## config.mk

```make
export PLATFORM = sky130hd
export DESIGN_NAME = mem_req_queue_flat
export DESIGN_NICKNAME = d
export VERILOG_FILES = /design/src/rtl/mem_req_queue_pkg.sv /design/src/rtl/mem_req_queue_if.sv /design/src/rtl/mem_req_queue_store_fmt.sv /design/src/rtl/mem_req_queue.sv /design/src/flat_wrapper.sv
export SDC_FILE = /design/constraint.sdc
export NUM_CORES = 1
export LEC_CHECK = 0
export ABC_AREA = 1
export BUFFER_PORTS_ARGS = -buffer_cell sky130_fd_sc_hd__buf_2
export CAP_MARGIN = 20
export CORE_AREA = 2 2 156 196
export DETAILED_ROUTE_END_ITERATION = 16
export DIE_AREA = 0 0 158 198
export PLACE_DENSITY = 0.69
export SYNTH_ARGS = -nofsm -noshare
export SYNTH_HDL_FRONTEND = slang
export SYNTH_SLANG_ARGS = --single-unit
```

## constraint.sdc

```tcl
create_clock -name clk -period 2.1 [get_ports clk]
set_input_delay 0 -clock clk [delete_from_list [all_inputs] [get_ports clk]]
set_output_delay 0 -clock clk [all_outputs]
set_load 0.03 [all_outputs]
```

## src/rtl/mem_req_queue_pkg.sv

```systemverilog
// Shared types and constants for the load/store request queue and its
// store lane formatter: exception codes, access size and left/right encodings.
package mem_req_queue_pkg;

  localparam logic [4:0] EXC_ADEL = 5'h04;
  localparam logic [4:0] EXC_ADES = 5'h05;

  localparam logic MEMQ_OP_LOAD  = 1'b0;
  localparam logic MEMQ_OP_STORE = 1'b1;

  typedef enum logic [1:0] {
    SIZE_BYTE = 2'd0,
    SIZE_HALF = 2'd1,
    SIZE_WORD = 2'd2
  } mem_size_e;

  typedef enum logic [1:0] {
    LR_NONE  = 2'b00,
    LR_LEFT  = 2'b01,
    LR_RIGHT = 2'b10
  } mem_lr_e;

  // Misalignment rule: halves need addr[0]==0, plain words need addr[1:0]==0,
  // bytes and the unaligned left/right word forms can never fault.
  function automatic logic addr_error(input logic [1:0] size,
                                      input logic [1:0] lr,
                                      input logic [1:0] addr_lo);
    logic err;
    err = 1'b0;
    if (size == SIZE_HALF && addr_lo[0]) begin
      err = 1'b1;
    end else if (size == SIZE_WORD && lr == LR_NONE && addr_lo != 2'b00) begin
      err = 1'b1;
    end
    return err;
  endfunction

endpackage

```

## src/rtl/mem_req_queue_if.sv

```systemverilog
// Bundle of the EXE-side request port, the DCache request/response port and
// the MEM-side response. The slave view belongs to the queue, the master view
// to whatever drives it (pipeline and cache).
interface mem_req_queue_if #(
  parameter int ADDR_W = 32
);
  logic              in_valid;
  logic              in_ready;
  logic              in_op;
  logic [1:0]        in_size;
  logic [1:0]        in_lr;
  logic [ADDR_W-1:0] in_addr;
  logic [31:0]       in_wdata;
  logic              in_ex;
  logic [4:0]        in_excode;

  logic              data_valid;
  logic              data_op;
  logic [ADDR_W-13:0] data_tag;
  logic [7:0]        data_index;
  logic [3:0]        data_offset;
  logic [3:0]        data_wstrb;
  logic [31:0]       data_wdata;
  logic              data_addr_ok;
  logic              data_data_ok;

  logic              rsp_valid;
  logic              rsp_op;

  modport slave (
    input  in_valid, in_op, in_size, in_lr, in_addr, in_wdata,
    output in_ready, in_ex, in_excode,
    output data_valid, data_op, data_tag, data_index, data_offset,
    output data_wstrb, data_wdata,
    input  data_addr_ok, data_data_ok,
    output rsp_valid, rsp_op
  );

  modport master (
    output in_valid, in_op, in_size, in_lr, in_addr, in_wdata,
    input  in_ready, in_ex, in_excode,
    input  data_valid, data_op, data_tag, data_index, data_offset,
    input  data_wstrb, data_wdata,
    output data_addr_ok, data_data_ok,
    input  rsp_valid, rsp_op
  );

endinterface

```

## src/rtl/mem_req_queue_store_fmt.sv

```systemverilog
// Combinational store lane formatter: turns a raw rt value plus size,
// left/right mode and the low address bits into byte enables and lane-aligned
// write data. Kept standalone so the uncached path can share it.
module store_fmt
  import mem_req_queue_pkg::*;
(
  input  logic [1:0]  size_i,
  input  logic [1:0]  lr_i,
  input  logic [1:0]  addr_lo_i,
  input  logic [31:0] rt_i,
  output logic [3:0]  wstrb_o,
  output logic [31:0] wdata_o
);

  // swl moves the top bytes of rt down to the addressed lane, swr moves the
  // low bytes up; otherwise the value is replicated across lanes by size.
  always_comb begin
    wstrb_o = 4'b1111;
    wdata_o = rt_i;
    if (lr_i == LR_LEFT) begin
      wdata_o = rt_i >> {~addr_lo_i, 3'b000};
      wstrb_o = 4'b1111 >> ~addr_lo_i;
    end else if (lr_i == LR_RIGHT) begin
      wdata_o = rt_i << {addr_lo_i, 3'b000};
      wstrb_o = 4'b1111 << addr_lo_i;
    end else if (size_i == SIZE_BYTE) begin
      wdata_o = {4{rt_i[7:0]}};
      wstrb_o = 4'b0001 << addr_lo_i;
    end else if (size_i == SIZE_HALF) begin
      wdata_o = {2{rt_i[15:0]}};
      wstrb_o = addr_lo_i[1] ? 4'b1100 : 4'b0011;
    end
  end

endmodule

```

## src/rtl/mem_req_queue.sv

```systemverilog
// Load/store request queue between EXE and the DCache. Requests are checked
// for alignment and formatted on entry, held in a small FIFO, issued in order
// with a cap on unanswered requests, and matched to data_ok responses. A flush
// empties the FIFO and silently swallows the responses of requests already
// sent to the cache.
module mem_req_queue
  import mem_req_queue_pkg::*;
#(
  parameter int DEPTH   = 4,
  parameter int MAX_OUT = 2,
  parameter int ADDR_W  = 32
) (
  input  logic clk,
  input  logic resetn,
  input  logic flush,
  output logic busy,
  mem_req_queue_if.slave bus
);

  localparam int PW = (DEPTH > 1) ? $clog2(DEPTH) : 1;
  localparam int CW = $clog2(DEPTH + 1);
  localparam int OW = $clog2(MAX_OUT + 1);
  localparam int SW = (MAX_OUT > 1) ? $clog2(MAX_OUT) : 1;

  typedef struct packed {
    logic              op;
    logic [ADDR_W-1:0] addr;
    logic [3:0]        wstrb;
    logic [31:0]       wdata;
  } entry_t;

  entry_t        fifo_q [DEPTH];
  entry_t        new_entry;
  entry_t        head;
  logic [PW-1:0] wr_ptr_q, wr_ptr_d;
  logic [PW-1:0] rd_ptr_q, rd_ptr_d;
  logic [CW-1:0] count_q, count_d;
  logic [OW-1:0] out_cnt_q, out_cnt_d;
  logic [OW-1:0] drop_cnt_q, drop_cnt_d;
  logic          rsp_op_q [MAX_OUT];
  logic          rsp_op_d [MAX_OUT];
  logic [SW-1:0] slot;
  logic [3:0]    fmt_wstrb;
  logic [31:0]   fmt_wdata;
  logic          req_err, full, empty, enq, issue, complete;

  store_fmt u_store_fmt (
    .size_i    (bus.in_size),
    .lr_i      (bus.in_lr),
    .addr_lo_i (bus.in_addr[1:0]),
    .rt_i      (bus.in_wdata),
    .wstrb_o   (fmt_wstrb),
    .wdata_o   (fmt_wdata)
  );

  assign req_err       = addr_error(bus.in_size, bus.in_lr, bus.in_addr[1:0]);
  assign bus.in_ex     = bus.in_valid && req_err;
  assign bus.in_excode = bus.in_ex ? (bus.in_op ? EXC_ADES : EXC_ADEL) : 5'd0;

  assign full         = (count_q == CW'(DEPTH));
  assign empty        = (count_q == '0);
  assign bus.in_ready = !full && !flush;
  assign enq          = bus.in_valid && bus.in_ready && !req_err;

  assign new_entry.op    = bus.in_op;
  assign new_entry.addr  = bus.in_addr;
  assign new_entry.wstrb = (bus.in_op == MEMQ_OP_STORE) ? fmt_wstrb : 4'b0000;
  assign new_entry.wdata = (bus.in_op == MEMQ_OP_STORE) ? fmt_wdata : 32'd0;

  assign head            = fifo_q[rd_ptr_q];
  assign bus.data_valid  = !empty && (out_cnt_q < OW'(MAX_OUT)) && !flush;
  assign bus.data_op     = head.op;
  assign bus.data_tag    = head.addr[ADDR_W-1:12];
  assign bus.data_index  = head.addr[11:4];
  assign bus.data_offset = head.addr[3:0];
  assign bus.data_wstrb  = head.wstrb;
  assign bus.data_wdata  = head.wdata;

  assign issue    = bus.data_valid && bus.data_addr_ok;
  assign complete = bus.data_data_ok && (out_cnt_q != '0);

  assign bus.rsp_valid = complete && (drop_cnt_q == '0) && !flush;
  assign bus.rsp_op    = rsp_op_q[0];

  assign busy = !empty || (out_cnt_q != '0);

  // FIFO pointer and occupancy update; a flush collapses the queue by
  // pulling the read pointer up to the write pointer.
  always_comb begin
    wr_ptr_d = wr_ptr_q;
    rd_ptr_d = rd_ptr_q;
    count_d  = count_q;
    if (flush) begin
      rd_ptr_d = wr_ptr_q;
      count_d  = '0;
    end else begin
      if (enq) begin
        wr_ptr_d = wr_ptr_q + PW'(1);
      end
      if (issue) begin
        rd_ptr_d = rd_ptr_q + PW'(1);
      end
      if (enq && !issue) begin
        count_d = count_q + CW'(1);
      end else if (!enq && issue) begin
        count_d = count_q - CW'(1);
      end
    end
  end

  // In-flight bookkeeping: outstanding count, responses still to be swallowed
  // after a flush, and the op of each issued request in age order.
  always_comb begin
    out_cnt_d  = out_cnt_q;
    drop_cnt_d = drop_cnt_q;
    rsp_op_d   = rsp_op_q;
    slot       = SW'(out_cnt_q) - SW'(complete);
    if (issue && !complete) begin
      out_cnt_d = out_cnt_q + OW'(1);
    end else if (!issue && complete) begin
      out_cnt_d = out_cnt_q - OW'(1);
    end
    if (flush) begin
      drop_cnt_d = complete ? (out_cnt_q - OW'(1)) : out_cnt_q;
    end else if (complete && (drop_cnt_q != '0)) begin
      drop_cnt_d = drop_cnt_q - OW'(1);
    end
    if (complete) begin
      for (int i = 0; i < MAX_OUT - 1; i++) begin
        rsp_op_d[i] = rsp_op_q[i + 1];
      end
    end
    if (issue) begin
      rsp_op_d[slot] = head.op;
    end
  end

  // Control state registers.
  always_ff @(posedge clk or negedge resetn) begin
    if (!resetn) begin
      wr_ptr_q   <= '0;
      rd_ptr_q   <= '0;
      count_q    <= '0;
      out_cnt_q  <= '0;
      drop_cnt_q <= '0;
      for (int i = 0; i < MAX_OUT; i++) begin
        rsp_op_q[i] <= 1'b0;
      end
    end else begin
      wr_ptr_q   <= wr_ptr_d;
      rd_ptr_q   <= rd_ptr_d;
      count_q    <= count_d;
      out_cnt_q  <= out_cnt_d;
      drop_cnt_q <= drop_cnt_d;
      for (int i = 0; i < MAX_OUT; i++) begin
        rsp_op_q[i] <= rsp_op_d[i];
      end
    end
  end

  // Entry storage, written with the already formatted request on enqueue.
  always_ff @(posedge clk or negedge resetn) begin
    if (!resetn) begin
      for (int i = 0; i < DEPTH; i++) begin
        fifo_q[i] <= '0;
      end
    end else if (enq) begin
      fifo_q[wr_ptr_q] <= new_entry;
    end
  end

endmodule
```

## src/flat_wrapper.sv

```systemverilog
// flat-port wrapper written by rule: the top's interface ports become plain ports
module mem_req_queue_flat import mem_req_queue_pkg::*;
#(
  parameter int DEPTH   = 4,
  parameter int MAX_OUT = 2,
  parameter int ADDR_W  = 32
)
  (clk, resetn, flush, busy, bus_in_valid, bus_in_op, bus_in_size, bus_in_lr, bus_in_addr, bus_in_wdata, bus_in_ready, bus_in_ex, bus_in_excode, bus_data_valid, bus_data_op, bus_data_tag, bus_data_index, bus_data_offset, bus_data_wstrb, bus_data_wdata, bus_data_addr_ok, bus_data_data_ok, bus_rsp_valid, bus_rsp_op);
  mem_req_queue_if #(.ADDR_W(ADDR_W)) bus_i ();
  input  logic clk;
  input  logic resetn;
  input  logic flush;
  output logic busy;
  input wire logic [$bits(bus_i.in_valid)-1:0] bus_in_valid;
  input wire logic [$bits(bus_i.in_op)-1:0] bus_in_op;
  input wire logic [$bits(bus_i.in_size)-1:0] bus_in_size;
  input wire logic [$bits(bus_i.in_lr)-1:0] bus_in_lr;
  input wire logic [$bits(bus_i.in_addr)-1:0] bus_in_addr;
  input wire logic [$bits(bus_i.in_wdata)-1:0] bus_in_wdata;
  output wire logic [$bits(bus_i.in_ready)-1:0] bus_in_ready;
  output wire logic [$bits(bus_i.in_ex)-1:0] bus_in_ex;
  output wire logic [$bits(bus_i.in_excode)-1:0] bus_in_excode;
  output wire logic [$bits(bus_i.data_valid)-1:0] bus_data_valid;
  output wire logic [$bits(bus_i.data_op)-1:0] bus_data_op;
  output wire logic [$bits(bus_i.data_tag)-1:0] bus_data_tag;
  output wire logic [$bits(bus_i.data_index)-1:0] bus_data_index;
  output wire logic [$bits(bus_i.data_offset)-1:0] bus_data_offset;
  output wire logic [$bits(bus_i.data_wstrb)-1:0] bus_data_wstrb;
  output wire logic [$bits(bus_i.data_wdata)-1:0] bus_data_wdata;
  input wire logic [$bits(bus_i.data_addr_ok)-1:0] bus_data_addr_ok;
  input wire logic [$bits(bus_i.data_data_ok)-1:0] bus_data_data_ok;
  output wire logic [$bits(bus_i.rsp_valid)-1:0] bus_rsp_valid;
  output wire logic [$bits(bus_i.rsp_op)-1:0] bus_rsp_op;
  assign bus_i.in_valid = bus_in_valid;
  assign bus_i.in_op = bus_in_op;
  assign bus_i.in_size = bus_in_size;
  assign bus_i.in_lr = bus_in_lr;
  assign bus_i.in_addr = bus_in_addr;
  assign bus_i.in_wdata = bus_in_wdata;
  assign bus_in_ready = bus_i.in_ready;
  assign bus_in_ex = bus_i.in_ex;
  assign bus_in_excode = bus_i.in_excode;
  assign bus_data_valid = bus_i.data_valid;
  assign bus_data_op = bus_i.data_op;
  assign bus_data_tag = bus_i.data_tag;
  assign bus_data_index = bus_i.data_index;
  assign bus_data_offset = bus_i.data_offset;
  assign bus_data_wstrb = bus_i.data_wstrb;
  assign bus_data_wdata = bus_i.data_wdata;
  assign bus_i.data_addr_ok = bus_data_addr_ok;
  assign bus_i.data_data_ok = bus_data_data_ok;
  assign bus_rsp_valid = bus_i.rsp_valid;
  assign bus_rsp_op = bus_i.rsp_op;
  mem_req_queue #(.DEPTH(DEPTH), .MAX_OUT(MAX_OUT), .ADDR_W(ADDR_W)) u_core (.clk(clk), .resetn(resetn), .flush(flush), .busy(busy), .bus(bus_i));
endmodule
```

## Yosys cells after proc, flatten, opt, wreduce, memory -nomap -nowiden

Cells that the tools add are included.

- Add/sub/neg operators: 8
- Order comparisons: 6
- Eq/ne operators: 5
- Shift-type cells: 5
- Muxes and demuxes: 36
- Bitwise logic cells: 5
- Reductions and logical operators: 40

Operators with widths:

| cell | number |
|---|---|
| 276-bit bitwise mux | 1 |
| 69-bit 2-to-1 mux | 3 |
| 32-bit 2-to-1 mux | 5 |
| 69-bit binary-select mux with 2-bit select | 1 |
| 69-bit demux with 2-bit select | 1 |
| 32-bit by 5-bit left shift with 32-bit output | 1 |
| 32-bit by 5-bit >> shifter with 32-bit output | 1 |
| 4-bit 2-to-1 mux | 6 |
| 1-bit logical AND | 20 |
| 2-bit 2-to-1 mux | 8 |
| 2-bit nonzero test | 6 |
| 3-bit 2-to-1 mux | 3 |
| 1-bit zero test | 7 |
| 2-bit by 1-bit adder with 2-bit output, second input constant | 3 |
| 3-bit greater-or-equal comparator, second input constant | 2 |
| 2-bit zero test | 3 |
| 2-bit NOT with 3-bit output | 2 |
| 1-bit 2-to-1 mux | 5 |
| 5-bit 2-to-1 mux | 1 |
| 2-bit by 1-bit == test with 1-bit output, second input constant | 2 |
| 2-bit == test, second input constant | 2 |
| 1-bit by 2-bit left shift with 4-bit output, first input constant | 1 |
| 4-bit by 2-bit left shift with 4-bit output, first input constant | 1 |
| 4-bit by 2-bit >> shifter with 4-bit output, first input constant | 1 |
| other kinds (18) | 19 |

- Register bits after elaboration: 289
- Input bits: 75

## Longest topological paths before layout

- Depth in word-level cells: 12
- Mapped depth: 15
- Mapped depth without buffers: 14

## Hierarchy

From an unflattened synthesis, not the netlist that was laid out.

- Cells, all modules: 1,879
- Area total of the unflattened synthesis: 14,438.8 um^2

By module, submodules not included:

| module | times used | cells each | area an instance (um^2) |
|---|---|---|---|
| mem_req_queue | 1 | 1,476 | 12,684.7 |
| store_fmt | 1 | 403 | 1,754.2 |

## Least setup slack after synthesis

OpenSTA, ideal clock, no wires.

- Kind: flip-flop to flip-flop
- From: register u_core.count_q[0]
- To: register u_core.count_q[2]
- Setup time: 0.118 ns
- Arrival time: 1.688 ns
- Data required time: 1.982 ns
- Slack: 0.294 ns
- Cell stages (with the launch flop): 14
- Clock period less this slack: 1.806 ns
- Cell sequence: dfrtp_1 -> inv_1 -> nand3_1 -> nand3_2 -> nor2_8 -> nand2_1 -> inv_1 -> fa_1 -> xnor2_1 -> inv_1 -> nand2_1 -> nand2_1 -> nand3_1 -> nand2_1

- Word-level cells in the longest chain between the ends: 9
- Elaborated cells on any way between the ends: 20
- Classes of those cells: 2 x add/sub; 1 x eq/ne; 3 x mux; 14 x reduce/logical

Ends and longest elaborated chain:

| what | line | source |
|---|---|---|
| start, declared | mem_req_queue.sv:37 | `logic [CW-1:0] count_q, count_d;` |
| start signal, assigned | mem_req_queue.sv:152 | `count_q <= count_d;` |
| parallel branches: the longest is 9 deep, another holds 3-bit by 1-bit subtractor with 3-bit output | -- |  |

Several ways; the timed one is not identified. The select of a mux whose other input is x is not followed.
A chain may end at the register's enable or synchronous reset.

## Worst setup path after layout

- From: register u_core.rd_ptr_q[0]
- To: output bus_data_wdata[4]

- Word-level cells in the longest chain between the ends: 4

Ends and longest elaborated chain:

| what | line | source |
|---|---|---|
| start, declared | mem_req_queue.sv:36 | `logic [PW-1:0] rd_ptr_q, rd_ptr_d;` |
| start signal, assigned | mem_req_queue.sv:151 | `rd_ptr_q <= rd_ptr_d;` |
| 2-bit NOT with 3-bit output (implied by the code) | mem_req_queue.sv:70 | `assign head = fifo_q[rd_ptr_q];` |
| 69-bit binary-select mux with 2-bit select | mem_req_queue.sv:70 |  |
| 69-bit 2-to-1 mux (implied by the code) (2 in series) | mem_req_queue.sv:70 |  |
| end, declared | flat_wrapper.sv:29 | `output wire logic [$bits(bus_i.data_wdata)-1:0] bus_data_wdata;` |

No other way between the ends. The select of a mux whose other input is x is not followed.

==> metrics.md <==
| Metric | Value |
|---|---|
| CTS Buffer Depth | 3 |
| Top_reg_cell synth | sky130_fd_sc_hd__dfrtp_1 |
| TritonCTS clock tree | built |
| Kind of cell adding the most delay to the critical path | buffers and inverters |
| Overall die width | 158 microns |
| Core outline area | 0.0297 sq mm |
| Critical path endpoint category | primary output |
| Max-Cap Viols | 0 |
| Top-level I/O count | 155 |
| Sequential fraction of the synthesis area | 49.8% |
| Number of vias in the routed layout | 13700 |
| Run status | complete, but fails checks |
| Ratio of cells with drive above 1 in the final layout | 15.5% |
| Max Clk Rate | 0.471 GHz |
| Pin count of the biggest net entering global routing | 91 |
| Number of library cell types mapped by synthesis | 38 |
| Layout overhead on the synthesized area | 21.0% |
| Worst EP required | 2.10 ns |
| Routability Congestion | 1.05 |
| First-pass detailed-route iteration total | 6 |
| Yosys Warn Count | 0 |
| Wire length per cell | 17.7 microns |
| Initial cell density of the core | 48.9% |
| Final standard cell area without fillers | 0.0176 sq mm |
| Share of the cycle needed by the critical path after routing | 101% |
| Buffers & Inverters on Critical Path | 2 |
| Cell count after synthesis | 1887 |
| Number of violations reported at the end of detailed-routing iteration 0 | 1197 |
| Final core occ | 59.2% |
| Standby leakage power | 0.00889 uW |
| Power share of the combinational group | 45.1% |
| Sort of element at the start of the critical path | register |
| Number of antenna cells inserted | 0 |
| Worst Path Class, Setup | register to primary output |
| Accumulated negative setup slack | -0.0225 ns |
| HPWL after detailed placement | 26.9 mm |
| Time the final worst path needs with I/O delays and setup | 2.12 ns |
| Data arrival at the endpoint of the critical path | 2.12 ns |
| Buffers on Ports | 151 |
| Unrepaired setup endpoints after global routing | yes |
| Critical path cell sequence | buf_4 > o21ai_0 > o22ai_1 > buf_2 |
| Number of antenna violations at the first check in global routing | 0 |
| Count of standard-cell rows | 71 |
| Buffer cell driving the clock tree root | sky130_fd_sc_hd__clkbuf_16 |
| Die outline height | 198 microns |
| Flip-flop and latch count after synthesis | 289 |
| Net switching power | 11600 uW |
| Congestion Overflow GR | 0 |
| Clock power frac | 20.1% |
| Remaining antenna violation count | 0 |
| Skew final | 0.00772 ns |
| Int Power | 15500 uW |
| Number of global-route vias before repair | 13100 |
| Post-synthesis cell area | 0.0145 sq mm |
| Setup WS post-layout | -0.0225 ns |
| Average cell area after synthesis | 7.69 sq um |
| Cell with the largest stage delay on the worst path | sky130_fd_sc_hd__dfrtp_4 |
| Power density cells | 1540 mW/mm^2 |
| Total GRT Usage | 27.3% |
| Maximum resistive drop on vdd | 0.000715 V |
| Final count of pins violating max slew | 0 |
| Critical-path maximum fanout | 25 |
| Clock sinks | 289 |
| Failing checks | hold timing, setup timing |
| Routed wire length | 44.0 mm |
| Placement-stage cell area | 0.0158 sq mm |
| Wire length of the first global-routing pass | 68.0 mm |
| Die Footprint | 0.0313 sq mm |
| Final setup violating endpoints | 1 |
| Minimum hold slack | -0.0154 ns |
| Worst-Margin Slew | 0.676 ns |
| Final Hold Violating Endpoints | 5 |
| Worst slew slack as a fraction of its limit | 54.9% |
| Flop pwr share | 34.9% |
| Post-synth EDFFs | 0 |
| Drt drc | 0 |
| Layout net count | 2143 |
| Number of buffers created by CTS | 28 |
| Async S/R FF share, synth | 100% |
| Via density per instance | 5.50 |
| Clk pin slew, worst setup/hold paths | 0.07 ns |
| Delay of the slowest cell on the worst path | 0.52 ns |
| Total number of H-tree levels | 1 |
| Class of the tightest hold or removal check | input port to asynchronous set/reset pin |
| Count of fill cells added during filler insertion | 2730 |
| Clock insertion delay at the later pin of the skew report | 0.54 ns |
| Final Power | 27100 uW |
| Share of total power consumed by net switching | 42.8% |
## per-stage QoR
| stage | cells | setup WS (ns) |
|---|---|---|
| 2_1_floorplan | 1889 | 0.294 |
| 3_3_place_gp | 2378 | 0.205 |
| 3_5_place_dp | 2378 | 0.143 |
| 4_1_cts | 2479 | 0.00163 |
| 5_1_grt | 2483 | -0.0531 |
| 6_report | 2483 | -0.0225 |
## cells in the mapped netlist, types with 3 or more instances
cell type | count | area [sq um]
sky130_fd_sc_hd__nand3_1 | 38 | 190
sky130_fd_sc_hd__o211ai_1 | 7 | 52.6
sky130_fd_sc_hd__nand2_2 | 26 | 163
sky130_fd_sc_hd__o21ai_0 | 355 | 1780
sky130_fd_sc_hd__buf_8 | 4 | 60.1
sky130_fd_sc_hd__buf_4 | 12 | 90.1
sky130_fd_sc_hd__xor2_1 | 3 | 26.3
sky130_fd_sc_hd__clkbuf_1 | 50 | 188
sky130_fd_sc_hd__inv_1 | 88 | 330
sky130_fd_sc_hd__nor2_1 | 188 | 706
sky130_fd_sc_hd__nand4_1 | 16 | 100
sky130_fd_sc_hd__o21a_1 | 3 | 22.5
sky130_fd_sc_hd__or2_2 | 3 | 18.8
sky130_fd_sc_hd__o21ai_1 | 15 | 75.1
sky130_fd_sc_hd__nand2_1 | 600 | 2250
sky130_fd_sc_hd__buf_2 | 39 | 195
sky130_fd_sc_hd__clkbuf_2 | 12 | 60.1
sky130_fd_sc_hd__dfrtp_1 | 289 | 7230
sky130_fd_sc_hd__ha_1 | 7 | 87.6
sky130_fd_sc_hd__nor3_1 | 6 | 30.0
sky130_fd_sc_hd__o22ai_1 | 69 | 432
sky130_fd_sc_hd__a21oi_1 | 25 | 125
sky130_fd_sc_hd__buf_6 | 11 | 124
## worst reg2reg max path, cell delays in order, from the launching register on
cell                      delay (ns)
sky130_fd_sc_hd__dfrtp_1        0.36
sky130_fd_sc_hd__inv_1          0.13
sky130_fd_sc_hd__nand3_1        0.10
sky130_fd_sc_hd__nand3_2        0.12
sky130_fd_sc_hd__nor2_8         0.05
sky130_fd_sc_hd__nand2_1        0.09
sky130_fd_sc_hd__inv_1          0.06
sky130_fd_sc_hd__fa_1           0.39
sky130_fd_sc_hd__xnor2_1        0.21
sky130_fd_sc_hd__inv_1          0.06
sky130_fd_sc_hd__nand2_1        0.06
sky130_fd_sc_hd__nand2_1        0.05
sky130_fd_sc_hd__nand3_1        0.07
sky130_fd_sc_hd__nand2_1        0.06
## cell type report
type / instances / area, sq um / share of cell area (%)
tap: 401 / 502 / 2.86
clock buffer: 40 / 847 / 4.82
multi-input combinational: 1378 / 6290 / 35.8
timing repair buffer: 271 / 2170 / 12.4
sequential: 289 / 7240 / 41.2
clock inverter: 12 / 163 / 0.926
inverter: 92 / 353 / 2.01
## placed cells by master (no fill, tap or decap), types with 4 or more instances in the layout
master,count
sky130_fd_sc_hd__bufinv_16,4
sky130_fd_sc_hd__dlygate4sd3_1,49
sky130_fd_sc_hd__nor2_1,188
sky130_fd_sc_hd__clkbuf_16,33
sky130_fd_sc_hd__o21ai_0,355
sky130_fd_sc_hd__inv_1,85
sky130_fd_sc_hd__buf_12,16
sky130_fd_sc_hd__nand4_1,16
sky130_fd_sc_hd__nand3_1,38
sky130_fd_sc_hd__clkinv_2,7
sky130_fd_sc_hd__a21oi_1,25
sky130_fd_sc_hd__dfrtp_1,287
sky130_fd_sc_hd__nor3_1,6
sky130_fd_sc_hd__nand2_2,22
sky130_fd_sc_hd__nand2_1,600
sky130_fd_sc_hd__ha_1,7
sky130_fd_sc_hd__buf_16,4
sky130_fd_sc_hd__clkbuf_8,8
sky130_fd_sc_hd__o22ai_1,62
sky130_fd_sc_hd__buf_2,142
sky130_fd_sc_hd__o21ai_1,15
sky130_fd_sc_hd__o211ai_1,7
sky130_fd_sc_hd__nand2_4,5
sky130_fd_sc_hd__clkbuf_4,4
sky130_fd_sc_hd__buf_4,48
sky130_fd_sc_hd__o22ai_2,7
## sequential cells by signal, indices dropped and copies added, names as in the netlist
name	cells
u_core.wr_ptr_q	2
u_core.out_cnt_q	2
u_core.drop_cnt_q	2
u_core.rd_ptr_q	2
u_core.bus.rsp_op	1
u_core.count_q	3
u_core.fifo_q	276
u_core.rsp_op_q	1
## path summary, 6_finish.rpt
check / from / end / slack, ns / depth (start not counted)
hold reg to reg: u_core.fifo_q[168] / u_core.fifo_q[168] / 0.48 / 2
setup reg to reg: u_core.count_q[1] / u_core.count_q[2] / 0.17 / 13
min in group clk: bus_data_addr_ok / u_core.count_q[2] / 0.02 / 7
hold / removal: resetn / u_core.fifo_q[249] / -0.02 / 2
setup / recovery: u_core.rd_ptr_q[0] / bus_data_wdata[4] / -0.02 / 4
max in group asynchronous: resetn / u_core.fifo_q[128] / 1.32 / 3
## cells by family (layout without fill, tap and decap cells)
logic type | Yosys count | count (layout) | share of synthesized area [%]
adders and majority gates | 8 | 8 | 0.741
DFF | 289 | 289 | 49.8
muxes | 1 | 1 | 0.0776
other | 1 | 3 | 0.0258
buffers and inverters | 222 | 415 | 7.37
xor gates and xnor gates | 5 | 5 | 0.302
and+or+nand+nor | 883 | 883 | 24.3
AOI/OAI and AO/OA | 478 | 478 | 17.4
## power by group through the flow
stage	combinational [uW]	clock, uW	sequential (uW)
after floorplan	8170	0	9110
after global placement	11400	0	9330
after detailed placement	11600	0	9440
after CTS	11800	5520	9380
after global routing	13400	5730	9710
final	12200	5440	9450
## per-layer routing
metal / global-route usage, % / share of wire [%] / wire length [microns] / vias up
li1: - / - / - / 6479
met1: 36.6 / 42 / 18600 / 6567
met2: 46.3 / 48 / 21200 / 531
met3: 3.06 / 6.6 / 2890 / 91
met4: 8.78 / 3.0 / 1330 / 0
met5: 0 / 0 / 0 / -
## what timing repair did
action / 4_1_cts / 5_1_grt
buffers inserted: 0 / 0
hold buffers: 49 / 0
gates resized for setup: 7 / 21
cloned: 0 / 4
endpoints found under the setup margin: 9 / 17
hold endpoints to repair: 476 / 0
pin swaps: 0 / 4
Power figures use the tool's default switching activity.
